[src/rtl/mac_pe_acc.sv]
// Systolic-array processing element: signed fixed-point MAC with a 2-stage pipeline,
// per-dot-product framing, round-half-up output conversion, saturation and flush.
module mac_pe_acc #(
  parameter int WORD_SIZE = 16,
  parameter int FRAC_BITS = 8,
  parameter int ACC_SIZE  = 40
) (
  input  logic                 clk,
  input  logic                 clear,
  input  logic                 in_valid,
  input  logic                 in_last,
  input  logic                 flush,
  input  logic [WORD_SIZE-1:0] a,
  input  logic [WORD_SIZE-1:0] b,
  output logic [WORD_SIZE-1:0] a_fwd,
  output logic [WORD_SIZE-1:0] b_fwd,
  output logic                 fwd_valid,
  output logic                 fwd_last,
  output logic [WORD_SIZE-1:0] out,
  output logic                 out_valid,
  output logic                 out_sat
);

  localparam int PW = 2 * WORD_SIZE;
  localparam int HW = ACC_SIZE - WORD_SIZE + 2;
  localparam logic signed [ACC_SIZE:0] HALF = (ACC_SIZE + 1)'(1) <<< (FRAC_BITS - 1);

  logic signed [PW-1:0]       p_r;
  logic                       v1;
  logic                       l1;
  logic signed [ACC_SIZE-1:0] acc;
  logic                       first;
  logic                       sticky;

  logic signed [ACC_SIZE-1:0] base;
  logic signed [ACC_SIZE:0]   sum_w;
  logic signed [ACC_SIZE-1:0] sum_c;
  logic                       acc_clamp;
  logic signed [ACC_SIZE:0]   rnd;
  logic signed [ACC_SIZE:0]   shf;
  logic [HW-1:0]              shf_hi;
  logic                       conv_clamp;
  logic [WORD_SIZE-1:0]       conv_val;

  // Accumulate at one guard bit above ACC_SIZE so overflow is visible before clamping.
  always_comb begin
    base      = first ? '0 : acc;
    sum_w     = $signed({base[ACC_SIZE-1], base})
              + $signed({{(ACC_SIZE + 1 - PW){p_r[PW-1]}}, p_r});
    acc_clamp = sum_w[ACC_SIZE] != sum_w[ACC_SIZE-1];
    if (acc_clamp)
      sum_c = sum_w[ACC_SIZE] ? {1'b1, {(ACC_SIZE-1){1'b0}}} : {1'b0, {(ACC_SIZE-1){1'b1}}};
    else
      sum_c = sum_w[ACC_SIZE-1:0];
  end

  always_comb begin
    rnd        = $signed({sum_c[ACC_SIZE-1], sum_c}) + HALF;
    shf        = rnd >>> FRAC_BITS;
    shf_hi     = shf[ACC_SIZE:WORD_SIZE-1];
    conv_clamp = !((&shf_hi) || !(|shf_hi));
    if (conv_clamp)
      conv_val = shf[ACC_SIZE] ? {1'b1, {(WORD_SIZE-1){1'b0}}} : {1'b0, {(WORD_SIZE-1){1'b1}}};
    else
      conv_val = shf[WORD_SIZE-1:0];
  end

  always_ff @(posedge clk or posedge clear) begin
    if (clear) begin
      a_fwd     <= '0;
      b_fwd     <= '0;
      fwd_valid <= 1'b0;
      fwd_last  <= 1'b0;
    end else begin
      a_fwd     <= a;
      b_fwd     <= b;
      fwd_valid <= in_valid;
      fwd_last  <= in_valid & in_last;
    end
  end

  always_ff @(posedge clk or posedge clear) begin
    if (clear) begin
      p_r <= '0;
      v1  <= 1'b0;
      l1  <= 1'b0;
    end else begin
      p_r <= $signed(a) * $signed(b);
      v1  <= in_valid & ~flush;
      l1  <= in_valid & in_last & ~flush;
    end
  end

  // A final term already in stage 1 still emits its result on a flush edge;
  // the flush then wins over any partial-sum update.
  always_ff @(posedge clk or posedge clear) begin
    if (clear) begin
      acc       <= '0;
      first     <= 1'b1;
      sticky    <= 1'b0;
      out       <= '0;
      out_valid <= 1'b0;
      out_sat   <= 1'b0;
    end else begin
      out_valid <= 1'b0;
      if (v1) begin
        if (l1) begin
          out       <= conv_val;
          out_valid <= 1'b1;
          out_sat   <= sticky | acc_clamp | conv_clamp;
          acc       <= '0;
          first     <= 1'b1;
          sticky    <= 1'b0;
        end else begin
          acc    <= sum_c;
          first  <= 1'b0;
          sticky <= sticky | acc_clamp;
        end
      end
      if (flush) begin
        acc    <= '0;
        first  <= 1'b1;
        sticky <= 1'b0;
      end
    end
  end

endmodule

[config.mk]
export PLATFORM = sky130hd
export DESIGN_NAME = mac_pe_acc
export DESIGN_NICKNAME = d
export VERILOG_FILES = /design/src/rtl/mac_pe_acc.sv
export SDC_FILE = /design/constraint.sdc
export NUM_CORES = 1
export LEC_CHECK = 0
export ABC_CLOCK_PERIOD_IN_PS = 6000
export CAP_MARGIN = 20
export CORE_UTILIZATION = 34
export CTS_BUF_LIST = sky130_fd_sc_hd__clkbuf_8
export DETAILED_ROUTE_END_ITERATION = 7
export PLACE_DENSITY = 0.61
export SYNTH_ARGS = -nofsm -noshare
export SYNTH_HDL_FRONTEND = slang
export SYNTH_SLANG_ARGS = --single-unit
export TNS_END_PERCENT = 50
[constraint.sdc]
create_clock -name clk -period 6 [get_ports clk]
set_input_delay 0.6 -clock clk [delete_from_list [all_inputs] [get_ports clk]]
set_output_delay 0.6 -clock clk [all_outputs]
set_load 0.02 [all_outputs]
# --- Yosys cells after proc, flatten, opt, wreduce, memory -nomap -nowiden ---
# Cells that the tools add are included.
word_totals:
  regBits: 128
  inputBits: 37
  out_inout_bits: 52
  elab_cells: 45
op_classes:
  add_sub_neg: 2
  mul: 1
  n_eq_ne: 1
  n_mux: 15
  bitwise_logic: 6
  n_reduce_logical: 7
ops:
  columns: ["cell", "count"]
  rows:
  - ["$mux W40", 6]
  - ["$add A40 B32 Y41", 1]
  - ["$add A40 B9 Y41 const B", 1]
  - ["$mul A16 B16 Y32", 1]
  - ["$mux W16", 2]
  - ["$reduce_and A18 Y1", 1]
  - ["$reduce_or A18 Y1", 1]
  - ["$mux W1", 7]
  - ["$and A1 B1 Y1", 3]
  - ["$logic_not A1 Y1", 2]
  - ["$or A1 B1 Y1", 2]
  - ["$reduce_and A2 Y1", 1]
  - ["$reduce_bool A2 Y1", 1]
  - ["$logic_or A1 B1 Y1", 1]
  - ["$ne A1 B1 Y1", 1]
  - ["$not A1 Y1", 1]

# --- Logic depth before layout (Yosys ltp) ---
# Gate-level depths: netlist of the first run.
depth:
  ltp_word: 10
  mapped_depth: 27
  mapped_depth_nobuf: 26

# --- Worst setup path before layout of the first run ---
# No wires, ideal clock.
synth_path:
  kind: "input -> register"
  start: "input b[6]"
  end: "register p_r[30]"
  setup_time_ns: 0.128
  arrival_ns: 6.549
  slack_ns: -0.676
  cell_stages: 24
  path_buffers: 1
  cell_sequence: "clkbuf_1 and2_1 fa_1 inv_1 fa_1 fa_1 fa_1 inv_1 fa_1 inv_1 fa_1 inv_1 ha_1 and3_1 a21oi_1 o21ai_0 o211ai_1 a311oi_1 o21ai_0 a21boi_0 or4_1 a311oi_1 o21bai_1 xor2_1"
synth_via:
  elab_chain_len: 1
synth_rtl:
  columns: ["element", "line", "source"]
  rows:
  - ["start: declaration", "14", "input logic [WORD_SIZE-1:0] b,"]
  - ["$mul A16 B16 Y32", "88", "p_r <= $signed(a) * $signed(b);"]
  - ["end signal: assignment", "88", null]
  - ["end: declaration", "28", "logic signed [PW-1:0] p_r;"]
# No other way between the ends.
# A chain may end at the register's enable or synchronous reset.

# --- Worst setup path in the final report of the first run ---
layout_path:
  start: "input a[0]"
  end: "register p_r[26]"
layout_via:
  elab_chain_len: 1
layout_rtl:
  columns: ["element", "line", "source"]
  rows:
  - ["start: declaration", "13", "input logic [WORD_SIZE-1:0] a,"]
  - ["$mul A16 B16 Y32", "88", null]
# No other way between the ends.

==> results.md, run 1 <==
* Status: finished with violations
* Failing checks: negative setup slack
* EDFF count, synth at 0
* Clock Path Buffers at 2
* Post-synthesis register bit count at 128
* DP Area at 23,000 um^2
* Top-Level Pins at 89
* I/O Buffers at 88
* Starting Density at 0.343
* Multi-input gate area at 14,500 um^2
* Clk root buf: clkbuf_8
* Placer Congestion at 0.966
* Final net count at 2,958
* Worst setup path class: input port to register
* DR iter-0 viols at 895
* First drt pass iteration count at 6
* Initial antenna violation count at 0
* Worst Setup End Kind: register
* Yosys top cell by area: fa_1
* WL per Instance at 17.6 um
* CTS Sinks at 128
* Die W at 235 um
* First-pass GRT wire length at 92.8 mm
* Fin crit period at 6.02 ns
* Row cnt at 85
* Maxcap violations at 0
* Slew Limit Fails at 0
* Crit share post-route at 1.00
* Dpl cells at 3,148
* Final hold violation count at 0
* Residual DRC at 0
* Register area share after synthesis at 0.173
* Overall global routing resource usage at 0.213
* Number of global-route vias before repair at 17,600
* TritonCTS clock tree: yes
* Pin count of the biggest net entering global routing at 75
* Critical path peak fanout at 4
* Ant diodes at 0
* Synth cell types at 92
* Post-route insts no fill at 3,243
* Routed Antenna Nets at 0
* Via count at 16,400
* DIE AREA at 55,300 um^2
* PnR worst setup slack at -0.0179 ns
* Worst Hold Class: input port to register
* WP data required at 6.46 ns
* # fillers at 5,178
* Area share of the leading cell type in the synthesized netlist at 0.285
* Drt via density at 5.07
* Synth top area cells: fa_1, dfrtp_1, ha_1
* Dpl hpwl at 46.3 mm
* Register area at 3200 um^2
* Synth Warn # at 0
* Main synth FF type: dfrtp_1
* WL met2 at 28.7 mm
* CTS clk-pin slew, worst paths at 0.09 ns
* Post-Syn Area at 18,500 um^2
* CTS buffer count at 17
* Async SR Flop Fraction at 1.00
* Clk Latency, worst-skew pair at 0.57 ns
* H-tree levels at 4
* Fmax at 0.166 GHz
* Mapped Cells at 2,066
* Die height at 235 um
* Total grt overflow at 0
* Syn_nets at 2,490
* Layout cells sized above 1 at 0.284
* Core area at 53,800 um^2
* Met1 Wirelength at 24.7 mm
* Top Metal Used: met4
* Met3 routed WL at 1.89 mm
* Most frequent cells in the layout: buf_4, inv_1, fa_1, nand2_1, dfrtp_1
* Slew margin rel. at 0.473
* Hold WS at 0.150 ns
* Setup violators final at 2
* Synth-to-Final Area Change at 33.6%
* Commonest non-fill, non-tap cell in the layout: buf_4
* Synthesized area per cell at 8.95 um^2
* Worst path arrival time at 6.48 ns
* Startpoint types: input port
* Post-place setup slack at -1.29 ns
* Final Routed Wirelength at 57.2 mm
* Worst slew pin tran at 0.788 ns
* RSZ-0062 raised after global routing: true
* Cell area after layout at 24,700 um^2
* Clock Skew at 0.0204 ns
worst max-delay path, stage by stage:
cell and delay [ns]:
dlygate4sd2_1 0.28, nand2b_1 0.18, fa_1 0.48, fa_1 0.53, inv_1 0.06, fa_2 0.53, fa_2 0.44, fa_1 0.57
inv_2 0.04, fa_1 0.54, inv_2 0.05, ha_4 0.27, nand3_4 0.07, inv_4 0.07, and3_4 0.17, o211ai_1 0.09
buf_4 0.16, a311oi_4 0.32, o21ai_2 0.12, a21boi_2 0.15, buf_4 0.12, buf_4 0.09, buf_4 0.08, buf_4 0.09
buf_4 0.09, o21a_1 0.13, nor2_2 0.04, xnor2_1 0.11
path summary, 6_finish.rpt:
check,end,from,cells after the start,slack [ns]
min reg2reg,acc[34]$_DFFE_PP0P_,acc[34]$_DFFE_PP0P_,2,0.47
min in group asynchronous,acc[12]$_DFFE_PP0P_,clear,2,0.57
min,b_fwd[6]$_DFF_PP0_,b[6],1,0.15
max reg2reg,out[10]$_DFFE_PP0P_,first$_DFFE_PP1P_,20,0.10
max,p_r[26]$_DFF_PP0_,a[0],28,-0.02
max in group asynchronous,acc[23]$_DFFE_PP0P_,clear,3,4.19
state kept, by name, summed over array words and instances (netlist names):
register,flops
fwd_last,1
first,1
b_fwd,16
a_fwd,16
out_sat,1
fwd_valid,1
out,16
sticky,1
l1,1
p_r,32
v1,1
out_valid,1
acc,40
synth_stat cells, types with 9 or more instances:
cell type	n
inv_1	310
fa_1	263
nand2_1	210
and2_1	136
dfrtp_1	127
ha_1	124
nor2_1	108
a21oi_1	87
o21ai_0	78
clkbuf_1	75
xnor2_1	56
nor2b_1	48
nand3_1	33
nor3_1	31
xor2_1	26
and3_1	23
a21o_1	22
a31oi_1	18
a211oi_1	15
nand4_1	15
a22o_1	14
a221o_1	13
o211ai_1	13
o21bai_1	13
nand2b_1	12
buf_2	9
maj3_1	9
o21a_1	9
cell families after synthesis:
kind of cell / Yosys count / synth area share
compound gates: 364 / 0.133
xor+xnor: 82 / 0.0389
fa+ha+maj: 397 / 0.374
buf+inv: 404 / 0.0843
flops: 128 / 0.173
mux: 8 / 0.00454
simple gates: 683 / 0.192
per-layer routing:
layer | global-route usage | vias to the layer above
met5 | 0 | -
met4 | 0.0803 | 0
met3 | 0.0291 | 105
met2 | 0.374 | 352
met1 | 0.264 | 8253
li1 | - | 7727
repair_timing:
| item | in CTS | in global routing |
|---|---|---|
| resized for setup | 188 | 174 |
| pin swaps | 73 | 154 |
| hold buffers | 0 | 0 |
| gates cloned | 0 | 3 |
| endpoints found under the setup margin | 24 | 23 |
| endpoints found under the hold margin | 0 | 0 |
| buffers inserted | 44 | 24 |
through the flow:
step / setup TNS (ns) / utilization
after global placement: -14.17 / 0.427
after floorplan: -0.268 / -
after detailed placement: -13.15 / 0.428
final: -0.0239 / 0.459
after global routing: -2.21 / 0.459
after CTS: -0.258 / 0.447
area by class of cell:
type | count | share of cell area
clock buffer | 17 | 0.00947
multi-input combinational | 1535 | 0.587
sequential | 128 | 0.130
clock inverter | 15 | 0.00836
tap | 696 | 0.0353
timing repair buffer | 541 | 0.183
inverter | 311 | 0.0476
Power of run 1 is not shown: default switching activity piles up to over one toggle a cycle in this logic, so the estimate is an artifact.
==> run 2, diff against run 1 <==
--- a/config.mk
+++ b/config.mk
@@ -10,7 +10,9 @@
 export CORE_UTILIZATION = 34
 export CTS_BUF_LIST = sky130_fd_sc_hd__clkbuf_8
 export DETAILED_ROUTE_END_ITERATION = 7
+export HOLD_SLACK_MARGIN = 0.08
 export PLACE_DENSITY = 0.61
+export SLEW_MARGIN = 0
 export SYNTH_ARGS = -nofsm -noshare
 export SYNTH_HDL_FRONTEND = slang
 export SYNTH_SLANG_ARGS = --single-unit
==> results of run 2 <==
Same layout as run 1: the final DEF is identical, and so are final timing and power.
Power of run 2 is left out for the same reason.
